### src/rtl/uart_tx_fifo_feeder.sv
// Byte FIFO feeding async_transmitter. Bytes are drained one at a time, and
// TxD_start is pulsed only while the transmitter reports idle. TxD_data is
// held for the whole frame. If TxD_busy never rises after a start, a short
// timeout returns the sequencer to idle so it cannot hang.
module uart_tx_fifo_feeder #(
  parameter int unsigned DEPTH_LOG2 = 4,
  parameter int unsigned BUSY_TO    = 4
) (
  input  logic                  clk,
  input  logic                  rst_n,
  input  logic                  wr_en,
  input  logic [7:0]            wr_data,
  input  logic                  flush,
  output logic                  full,
  output logic                  empty,
  output logic [DEPTH_LOG2:0]   count,
  output logic                  overflow,
  output logic                  TxD_start,
  output logic [7:0]            TxD_data,
  input  logic                  TxD_busy
);

  localparam int unsigned Depth  = 1 << DEPTH_LOG2;
  localparam int unsigned TimerW = (BUSY_TO > 1) ? $clog2(BUSY_TO) : 1;

  localparam logic [DEPTH_LOG2:0]   CountOne   = {{DEPTH_LOG2{1'b0}}, 1'b1};
  localparam logic [DEPTH_LOG2:0]   CountFull  = {1'b1, {DEPTH_LOG2{1'b0}}};
  localparam logic [DEPTH_LOG2-1:0] PtrOne     = {{(DEPTH_LOG2-1){1'b0}}, 1'b1};
  localparam logic [TimerW-1:0]     TimerOne   = {{(TimerW-1){1'b0}}, 1'b1};
  localparam logic [TimerW-1:0]     BusyToLast = TimerW'(BUSY_TO - 1);

  typedef enum logic [1:0] {StIdle, StStart, StWaitBusy, StWaitDone} state_e;

  logic [7:0]            mem [Depth];
  logic [DEPTH_LOG2-1:0] rdPtr;
  logic [DEPTH_LOG2-1:0] wrPtr;
  logic [DEPTH_LOG2:0]   countNext;
  logic [TimerW-1:0]     busyTimer;
  state_e                state;
  logic                  push;
  logic                  pop;

  // Full is judged on the registered flag, so a write while full is dropped
  // even if a pop happens in the same cycle. Flush wins over a write.
  assign push = wr_en && !full && !flush;
  assign pop  = (state == StIdle) && !empty && !TxD_busy;

  // Next occupancy; flush clears it even when an idle pop happens alongside.
  always_comb begin
    countNext = count;
    if (flush) begin
      countNext = '0;
    end else if (push && !pop) begin
      countNext = count + CountOne;
    end else if (pop && !push) begin
      countNext = count - CountOne;
    end
  end

  // Pointers, occupancy and the registered status flags.
  always_ff @(posedge clk or negedge rst_n) begin
    if (!rst_n) begin
      rdPtr    <= '0;
      wrPtr    <= '0;
      count    <= '0;
      full     <= 1'b0;
      empty    <= 1'b1;
      overflow <= 1'b0;
    end else begin
      overflow <= wr_en && full && !flush;
      count    <= countNext;
      full     <= (countNext == CountFull);
      empty    <= (countNext == '0);
      if (flush) begin
        rdPtr <= '0;
        wrPtr <= '0;
      end else begin
        if (push) wrPtr <= wrPtr + PtrOne;
        if (pop)  rdPtr <= rdPtr + PtrOne;
      end
    end
  end

  // Storage array; no reset needed since occupancy gates every read.
  always_ff @(posedge clk) begin
    if (push) mem[wrPtr] <= wr_data;
  end

  // Start/busy sequencer with registered TxD_start and TxD_data.
  always_ff @(posedge clk or negedge rst_n) begin
    if (!rst_n) begin
      state     <= StIdle;
      TxD_start <= 1'b0;
      TxD_data  <= 8'h00;
      busyTimer <= '0;
    end else begin
      TxD_start <= 1'b0;
      case (state)
        StIdle: begin
          if (pop) begin
            TxD_data  <= mem[rdPtr];
            TxD_start <= 1'b1;
            state     <= StStart;
          end
        end
        StStart: begin
          busyTimer <= '0;
          state     <= StWaitBusy;
        end
        StWaitBusy: begin
          if (TxD_busy) begin
            state <= StWaitDone;
          end else if (busyTimer == BusyToLast) begin
            // Transmitter never acknowledged; treat the byte as sent.
            state <= StIdle;
          end else begin
            busyTimer <= busyTimer + TimerOne;
          end
        end
        StWaitDone: begin
          if (!TxD_busy) state <= StIdle;
        end
        default: state <= StIdle;
      endcase
    end
  end

endmodule
### config.mk
export PLATFORM = sky130hd
export DESIGN_NAME = uart_tx_fifo_feeder
export DESIGN_NICKNAME = d
export VERILOG_FILES = /design/src/rtl/uart_tx_fifo_feeder.sv
export SDC_FILE = /design/constraint.sdc
export NUM_CORES = 1
export LEC_CHECK = 0
export CORE_UTILIZATION = 55
export DETAILED_ROUTE_END_ITERATION = 10
export GPL_ROUTABILITY_DRIVEN = 0
export GPL_TIMING_DRIVEN = 0
export PLACE_DENSITY = 0.85
export SLEW_MARGIN = 15
export SYNTH_ARGS = -nofsm -noshare
export SYNTH_HDL_FRONTEND = slang
export SYNTH_SLANG_ARGS = --single-unit
### constraint.sdc
create_clock -name clk -period 2.8 [get_ports clk]
set_clock_uncertainty 0.1 [all_clocks]
set_input_delay 0.84 -clock clk [delete_from_list [all_inputs] [get_ports clk]]
set_output_delay 0.84 -clock clk [all_outputs]
set_load 0.05 [all_outputs]
==> run metrics <==
largest net degree at the start of global routing 30; synth unique cells 42; DRT Wirelength 13.5 mm; cts hold-fix bufs 0; DR vias/cell 6.26; Post-CTS Setup Inserts 0; DIE WIDTH 110 um; CTS tree yes; Num CTS Buffers 17; clock sinks 157; worst slack at placement -303 ps; Resized cells post-CTS 0; initial antenna violation count 0; Worst Path Arrival 2680 ps; Worst IR Drop VDD 0.592 mV; Core Util, Final 67.4%; DR pass1 iterations 5; Worst slew margin 40.8%; CP required 2760 ps; CP Max Fanout 10; FFs w/ async S/R, synth 18.5%; unrepaired setup endpoints after global routing no; Die Ht 110 um; Critical Path Start Type input pin; status complete, no violations; EDFF count, synth 128; Seq/Total Area, Yosys 71.6%; worst reg2reg setup slack 150 ps; Yosys warning count 0; io pins 30; dpl cells 530; DRT iter0 DRCs 388; Post-Synthesis Cells 361; H-Tree Depth 4; final period utilization 97.2%; final setup fails 0; post-route setup TNS 0 ps; DRC violation count after routing 0; number of port buffers 29; Worst-Margin Slew 888 ps; Main synth FF type edfxtp_1; RR Startpoint rdPtr[1]$_DFFE_PN0P_; Pwr Total 5.97 mW; # fillers 690; Hold/Removal Path Class input pin to asynchronous set/reset pin; Worst Setup Path Type input pin to flop; critical path endpoint category flop; Die Area 12,000 um2; number of max-cap violations 0; DR vias 3,518; clk root buf clkbuf_16; placeable core region 11,100 um2; vias in the first global route 3,579; cell area after layout 7470 um2; Initial Utilization 57.7%; reg2reg end TxD_data[6]$_DFFE_PN0P_; share of post-route cells with drive strength above 1 18.2%; GRT Overall Usage 25.2%; GRT overflow 0; Post-Syn Area 6390 um2; min Tclk post-route 2720 ps; Clock Tree Buf Depth 2; Final HPWL DP 7.84 mm; Fmax 368 MHz; Placed Area 6850 um2; Synth Register Bits 157; Worst-path clk slew 60 ps; WL/cell 24.0 um; number of routed nets with antenna violations 0; FP Rows 38; area grow syn2layout 16.9%; first-pass GRT wire length 20.6 mm; syn nets 382; r2r worst-path depth 7; Final Hold Viols 0; LEAKAGE 2.55 nW; Antenna Cells 0; final cell count without fillers 562; Hold WS 365 ps; Power Dens Cells 799 nW/um2; final setup margin 79.8 ps; Avg Inst Size Synth 17.7 um2; worst skew pair latency 420 ps; Final Max Slew Viols 0; NumNets Final 430
[Yosys cell counts (all sizes together), types with 8 or more instances]
cell type	count	share of area, %
o21ai	10	0.78
ha	8	1.6
nor2	23	1.4
a21oi	11	0.86
nand2	16	0.94
mux4	32	11
edfxtp	128	60
mux2i	18	2.8
and2	16	1.6
buf	8	0.88
clkbuf	10	0.59
dfrtp	28	11
[how the worst max path moves through the flow]
stage | endpoint | startpoint | slack, ps | depth (start not counted)
3_3_place_gp | full$_DFF_PN0_ | TxD_busy | -220 | 8
6_report | mem[1][1]$_DFFE_PP_ | flush | 80 | 4
3_5_place_dp | mem[10][6]$_DFFE_PP_ | wr_en | -300 | 5
2_1_floorplan | full$_DFF_PN0_ | TxD_busy | 420 | 7
4_1_cts | empty | empty$_DFF_PN1_ | 70 | 1
5_1_grt | empty$_DFF_PN1_ | wr_en | 6 | 7
[cells in the final DEF, fill, tap and decap left out, types with 2 or more instances in the layout]
cell type	n
a21oi_1	11
a31oi_1	3
and2_1	16
and3_1	3
buf_1	2
buf_2	3
buf_6	3
bufinv_16	3
clkbuf_1	11
clkbuf_16	17
clkdlybuf4s50_1	28
clkinv_4	4
dfrtp_1	28
edfxtp_1	128
ha_1	8
inv_1	5
inv_8	3
mux2i_1	18
mux4_2	32
nand2_1	16
nand2b_1	3
nand3_1	2
nand4_1	2
nor2_1	23
nor2b_1	3
nor3_1	2
nor4_1	3
o21ai_0	10
or2_2	2
xnor2_1	4
xor2_1	5
[routing by layer]
metal | vias up | part of all wire (%) | GRT usage [%]
li1 | 1495 | - | -
met1 | 1790 | 38 | 32.6
met2 | 196 | 51 | 39.8
met3 | 37 | 8.0 | 6.46
met4 | 0 | 3.3 | 13.2
met5 | - | 0 | 0
[worst max-delay path, cell delays in order]
cell,delay [ps]
clkdlybuf4s50_1,460
clkbuf_1,280
nor4_1,540
and2_1,560
[where the power goes]
group / internal, mW / total, mW / switching, mW
logic: 0.321 / 0.859 / 0.538
clock network: 1.42 / 2.37 / 0.951
registers: 2.64 / 2.73 / 0.0911
total: 4.39 / 5.97 / 1.58
[registers in the layout (all words and copies together) (netlist names)]
| signal | count |
|---|---|
| TxD_start | 1 |
| wrPtr | 4 |
| mem | 128 |
| state | 2 |
| full | 1 |
| TxD_data | 8 |
| overflow | 1 |
| busyTimer | 2 |
| count | 5 |
| rdPtr | 4 |
| empty | 1 |
[final cells by class]
cell class / count / area [um2] / share of cell area [%]
multi-input combinational: 180 / 1710 / 22.8
sequential: 157 / 4570 / 61.2
clock inverter: 14 / 184 / 2.46
buffer: 18 / 96.3 / 1.29
timing repair buffer: 29 / 285 / 3.82
clock buffer: 18 / 429 / 5.75
inverter: 6 / 22.5 / 0.302
tap: 140 / 175 / 2.35
[logic make-up after synthesis]
| family | Yosys count | synth area share [%] |
|---|---|---|
| adder cells (fa/ha/maj) | 8 | 1.57 |
| AO/OA/AOI/OAI | 33 | 3.21 |
| XOR/XNOR | 9 | 1.23 |
| AND/OR/NAND/NOR | 80 | 6.50 |
| flip-flops | 157 | 71.6 |
| buffers and inverters | 24 | 1.82 |
| multiplexers | 50 | 14.1 |
Note: power is estimated with default switching activity, not from simulation.
